## src/rtl/contador_modulo_n.sv

```systemverilog
// rtl/contador_modulo_n.sv - parametrised modulo-N up/down counter with load, one-shot stop and wrap count
module contador_modulo_n #(
  parameter int WIDTH         = 4,
  parameter int MODULO        = 11,
  parameter int VALOR_INICIAL = 0
) (
  input  logic             i_clk,
  input  logic             i_rst,
  input  logic             i_habilitar,
  input  logic             i_sentido,
  input  logic             i_modo,
  input  logic             i_cargar,
  input  logic [WIDTH-1:0] i_valor,
  output logic [WIDTH-1:0] o_cuenta,
  output logic             o_tope,
  output logic             o_detenido,
  output logic [7:0]       o_vueltas
);

  generate
    if (WIDTH < 1 || WIDTH > 16) begin : g_bad_width
      $error("contador_modulo_n: WIDTH out of range 1..16");
    end
    if (MODULO < 2 || MODULO > (1 << WIDTH)) begin : g_bad_modulo
      $error("contador_modulo_n: MODULO out of range 2..2^WIDTH");
    end
    if (VALOR_INICIAL < 0 || VALOR_INICIAL >= MODULO) begin : g_bad_inicial
      $error("contador_modulo_n: VALOR_INICIAL must be below MODULO");
    end
  endgenerate

  // MOD_EXT carries one extra bit so MODULO = 2^WIDTH is representable
  localparam logic [WIDTH-1:0] MAXIMO  = WIDTH'(MODULO - 1);
  localparam logic [WIDTH-1:0] INICIAL = WIDTH'(VALOR_INICIAL);
  localparam logic [WIDTH:0]   MOD_EXT = (WIDTH + 1)'(MODULO);

  typedef enum logic {
    CONTANDO = 1'b0,
    DETENIDO = 1'b1
  } estado_t;

  estado_t          estado_q, estado_n;
  logic [WIDTH-1:0] cuenta_q, cuenta_n;
  logic             tope_q, tope_n;
  logic [7:0]       vueltas_q, vueltas_n;
  logic             en_terminal;
  logic             valor_valido;

  assign valor_valido = ({1'b0, i_valor} < MOD_EXT);
  assign en_terminal  = i_sentido ? (cuenta_q == MAXIMO) : (cuenta_q == '0);

  always_ff @(posedge i_clk) begin
    if (i_rst) begin
      estado_q  <= CONTANDO;
      cuenta_q  <= INICIAL;
      tope_q    <= 1'b0;
      vueltas_q <= 8'd0;
    end else begin
      estado_q  <= estado_n;
      cuenta_q  <= cuenta_n;
      tope_q    <= tope_n;
      vueltas_q <= vueltas_n;
    end
  end

  always_comb begin
    estado_n  = estado_q;
    cuenta_n  = cuenta_q;
    tope_n    = 1'b0;
    vueltas_n = vueltas_q;
    if (i_cargar) begin
      cuenta_n = valor_valido ? i_valor : MAXIMO;
      estado_n = CONTANDO;
    end else if (i_habilitar && estado_q == CONTANDO) begin
      if (en_terminal) begin
        tope_n = 1'b1;
        if (i_modo) begin
          estado_n = DETENIDO;
        end else begin
          // wrap by explicit reload, never by natural rollover
          cuenta_n  = i_sentido ? '0 : MAXIMO;
          vueltas_n = (vueltas_q != 8'hFF) ? vueltas_q + 8'd1 : vueltas_q;
        end
      end else begin
        cuenta_n = i_sentido ? cuenta_q + 1'b1 : cuenta_q - 1'b1;
      end
    end
  end

  assign o_cuenta   = cuenta_q;
  assign o_tope     = tope_q;
  assign o_detenido = (estado_q == DETENIDO);
  assign o_vueltas  = vueltas_q;

endmodule

```

## config.mk

```make
export PLATFORM = sky130hd
export DESIGN_NAME = contador_modulo_n
export DESIGN_NICKNAME = d
export VERILOG_FILES = /design/src/rtl/contador_modulo_n.sv
export SDC_FILE = /design/constraint.sdc
export NUM_CORES = 1
export LEC_CHECK = 0
export BUFFER_PORTS_ARGS = -buffer_cell sky130_fd_sc_hd__buf_2
export CELL_PAD_IN_SITES_DETAIL_PLACEMENT = 0
export CELL_PAD_IN_SITES_GLOBAL_PLACEMENT = 1
export CORE_UTILIZATION = 35
export CTS_BUF_LIST = sky130_fd_sc_hd__clkbuf_8
export DETAILED_ROUTE_END_ITERATION = 7
export PLACE_DENSITY = 0.74
export SETUP_SLACK_MARGIN = 0.15
export SLEW_MARGIN = 5
export SYNTH_ARGS = -nofsm -noshare
export SYNTH_HDL_FRONTEND = slang
export SYNTH_SLANG_ARGS = --single-unit
```

## constraint.sdc

```tcl
create_clock -name i_clk -period 6 [get_ports i_clk]
set_input_delay 1.5 -clock i_clk [delete_from_list [all_inputs] [get_ports i_clk]]
set_output_delay 1.5 -clock i_clk [all_outputs]
set_load 0.02 [all_outputs]
```

Word level (Yosys, flattened, before mapping). Cells that the tools add are included.

Add/sub/neg operators: 3. Reductions and logical operators: 8. Multiplexer cells: 9. Magnitude comparators: 1. Bitwise gates (word level): 4. Equality and inequality tests: 3.

Operators with widths (count): $mux 4 (7); $add 8x1->8 const B (1); $ne 8x8->1 const B (1); $reduce_and 5->1 (1); $add 4x1->4 const B (1); $eq 4x4->1 const B (1); $logic_not 4->1 (1); $lt 4x4->1 const B (1); $not 1->1 (4); $sub 4x1->4 const B (1); $ne 3x3->1 const B (1); $reduce_and 3->1 (1); $reduce_or 3->1 (1); $mux 1 (2); $reduce_and 2->1 (1); $reduce_bool 2->1 (1); $reduce_or 2->1 (1); $logic_and 1x1->1 (1).

Input port bits: 10. Logic and storage cells: 32. Output and inout bits: 14. Flip-flop bits (word level): 14.

Longest topological paths before layout.
Depth after elaboration: 5. Gate-level depth with buffers: 7. Mapped depth without buffers: 7.

Worst setup path before layout. No wires, ideal clock.

Path kind: in2reg. From: input port i_cargar. To: register vueltas_q[6] (netlist: o_vueltas[6]). Slack: 3.084 ns. Cell stages on the path: 5. Arrival time: 2.789 ns. Data required time: 5.872 ns. Path buffers: 0. Setup time: 0.128 ns. Cells stage by stage: or3b_2 -> a2111oi_4 -> nand4b_1 -> xor2_1 -> nor2_1.

Cells in the longest elaborated chain, start to end: 2.

Ends and longest elaborated chain: start, declared (RTL line 12) `input logic i_cargar,`; $not 1->1 (no source line); $reduce_and 5->1 (no source line); end signal, assigned (RTL line 62) `vueltas_q <= vueltas_n;`; end, declared (RTL line 45) `logic [7:0] vueltas_q, vueltas_n;`.

No other way between the ends. A chain may end at the register's enable or synchronous reset.

Worst setup path in the final report.
From: input port i_cargar. To: register vueltas_q[7] (netlist: o_vueltas[7]).

The elaborated chain is that of the path after synthesis.

==> metrics.md <==
| Metric | Value |
|---|---|
| CTS Root Cell | clkbuf_8 |
| Reg clk slew, reported paths | 0.05 ns |
| I/O Pins | 24 |
| Dpl hpwl | 1420 um |
| Sequential share of power | 45.2% |
| Overall power | between 0.2 and 0.25 mW |
| Global Route Usage Sum | 15.9% |
| CP arrival | 3.10 ns |
| Mapped Nets | 115 |
| Sequential area share after synthesis | 32.8% |
| GR Overflow Total | 0 |
| CTS tree | built |
| CP endpoint kind | register |
| Total Wirelength | between 1500 and 2000 um |
| Crit path from | i_cargar |
| Worst Skew | about 0.00064 ns |
| Comb pwr share | 22.4% |
| Max Slew Vio Count | 0 |
| Die Wd | 51.4 um |
| Wire per inst | 12.4 um |
| DR DRC count | 0 |
| Final min period | 2.98 ns |
| Die Area | 2640 um2 |
| Final period util | 49.6% |
| Initial DRC count | 30 |
| FF+latch count, synth | 14 |
| Number of gates resized after cts | 0 |
| Drt pass-1 iters | 4 |
| Peak VDD IR | 142 uV |
| Clock power frac | 32.4% |
| Antenna violations before repair | 0 |
| Synth area leaders | dfxtp_1 (33%), xor2_1 (7.2%), nand3_1 (5.3%), nor2_1 (5.3%), and3_1 (5.1%) |
| Leakage | 0.455 nW |
| Mapped Area | roughly 850 um2 |
| Layout Nets | 140 |
| Post-synth EDFFs | 0 |
| Status | finished, final reports clean |
| Synth top area share | approximately 33% |
| Final core utilization | 45.5% |
| Reg2reg setup slack | 4.10 ns |
| Vias | 787 |
| Max H-tree Level | 1 |
| Largest net degree at the start of global routing | 16 |
| Hold Startpoint | o_vueltas[1]$_SDFFE_PP0P_ |
| Post-CTS Hold Buffers | 0 |
| Ant diodes | 0 |
| Vias in the first global route | 688 |
| Max cap viols | 0 |
| Post-DRT Antenna Nets | 0 |
| Synth warnings | 0 |
| Max Buffers Root-to-Sink | 2 |
| Via density | 5.18 |
| Routability-driven placement congestion ratio | about 0.77 |
| Min-Delay Path Class | reg -> reg |
| CTS sink cnt | 14 |
| Post-route setup slack | 3.02 ns |
| Setup Buffers After CTS | 0 |
| Worst reg2reg path endpoint | o_vueltas[7]$_SDFFE_PP0P_ |
| Peak Freq | 336 MHz |
| Sw frac | 29.1% |
| Final setup TNS | 0 ns |
| Syn Area/Cell | 8.45 um2 |
| Dpl ws | 2.76 ns |
| Switch Pwr | 0.0668 mW |
| Asr flop ratio synth | 0% |
| Pint | between 0.15 and 0.2 mW |
| Main flop type after synthesis | dfxtp_1 |
| Core area | 2250 um2 |
| Worst rel slew slack | 55.8% |
| Worst slew pin tran | around 0.66 ns |
| Cells after DPL | 149 |
| Req. time, crit path | 6.12 ns |
| Final-report hold violation count | 0 |
| Crit path launch type | input port |
| R2r startpoint | o_cuenta[3]$_SDFFE_PP0P_ |
| Critical path type | in -> reg |
| Die H | 51.4 um |
| Commonest non-fill, non-tap cell in the layout | buf_2 |
| Clk Latency, worst-skew pair | roughly 0.24 ns |
| CTS buffer count | 3 |
| Post-Synthesis Cells | 101 |
| RSZ-0062 raised after global routing | no |
| Area grow syn2layout | 20.2% |
| # rows | 17 |
| CP Capture Point | o_vueltas[7]$_SDFFE_PP0P_ |
| Cell taking the most area after synthesis | dfxtp_1 |
| Finished Layout Cells | 152 |
| R2R depth | 5 |
| Pwr/cell area | between 200 and 250 nW/um2 |
| Peak fanout along the critical path | 11 |
| Count of input and output buffers | 23 |
| First-pass GRT wire length | between 3000 and 4000 um |
| Post-synth cell types | 32 |
| Starting density of the core | 37.8% |
| Commonest cells after routing, fill and taps aside | buf_2 (23), dfxtp_1 (14), nor2_1 (12) |
| Fraction of layout cells with a size suffix above 1 | 25.8% |
| Final setup fails | 0 |
## how the worst min path moves through the flow
stage                                            to  slack [ns]  depth (start not counted)
after floorplan           o_vueltas[1]$_SDFFE_PP0P_        0.57                          2
after global placement    o_vueltas[1]$_SDFFE_PP0P_        0.51                          2
after detailed placement  o_vueltas[1]$_SDFFE_PP0P_        0.51                          2
after CTS                 o_vueltas[1]$_SDFFE_PP0P_        0.52                          2
after global routing      o_vueltas[1]$_SDFFE_PP0P_        0.58                          2
final                     o_vueltas[1]$_SDFFE_PP0P_        0.52                          2
## final cells by class
cell class / instances / area [um2]
inverters: 5 / 18.8
flip-flops and latches: 14 / 280
multi-input cells: 79 / 536
repair buffers: 23 / 115
well taps: 28 / 35.0
fillers: 246 / 1230
clock buffers: 3 / 41.3
## cells in the mapped netlist, types with 2 or more instances
library cell / instances
dfxtp_1: 14
nor2_1: 12
nand3_1: 9
and3_1: 7
xor2_1: 7
nand2_1: 6
a21oi_1: 5
a31oi_1: 5
inv_1: 5
ha_1: 3
nor3_1: 3
a2111oi_0: 2
a211oi_1: 2
clkbuf_1: 2
o211ai_1: 2
## flip-flops by register name (all words and copies together) (netlist names)
name        count
o_tope          1
o_cuenta        4
o_vueltas       8
o_detenido      1
## power groups by stage
| stage | combinational, mW | clock [mW] | sequential, mW |
|---|---|---|---|
| global placement | 0.0508 | 0 | 0.106 |
| detailed placement | 0.0517 | 0 | 0.106 |
| global route | 0.0568 | 0.0824 | 0.105 |
| floorplan | 0.0350 | 0 | 0.108 |
| finish | 0.0514 | 0.0745 | 0.104 |
| CTS | 0.0520 | 0.0773 | 0.104 |
## worst max-delay path, stage by stage
cell,delay (ns)
buf_2,0.16
or3b_2,0.50
a2111oi_4,0.54
nand3_1,0.17
xor2_1,0.17
nor2_1,0.05
## layer usage
layer / global-route usage [%] / part of all wire, % / up-vias
li1: - / - / 416
met1: 22.3 / 52 / 351
met2: 22.3 / 41 / 18
met3: 5.65 / 5.1 / 2
met4: 5.41 / 0.90 / 0
met5: 0 / 0 / -
## stage by stage
step                hold slack (ns)  instance area [um2]
global route                  0.575                 1030
detailed placement            0.511                  985
finish                        0.516                 1030
CTS                           0.519                 1030
global placement              0.510                  985
floorplan                     0.568                  853
## cell families (layout without fill, tap and decap cells)
| family | after synthesis | after routing | synth area share, % |
|---|---|---|---|
| mux | 1 | 1 | 1.32 |
| buf+inv | 8 | 31 | 4.40 |
| flops | 14 | 14 | 32.8 |
| xor+xnor | 8 | 8 | 8.21 |
| compound gates | 22 | 22 | 19.9 |
| fa+ha+maj | 4 | 4 | 6.75 |
| simple gates | 44 | 44 | 26.5 |
Note: power is estimated with default switching activity, not from simulation.
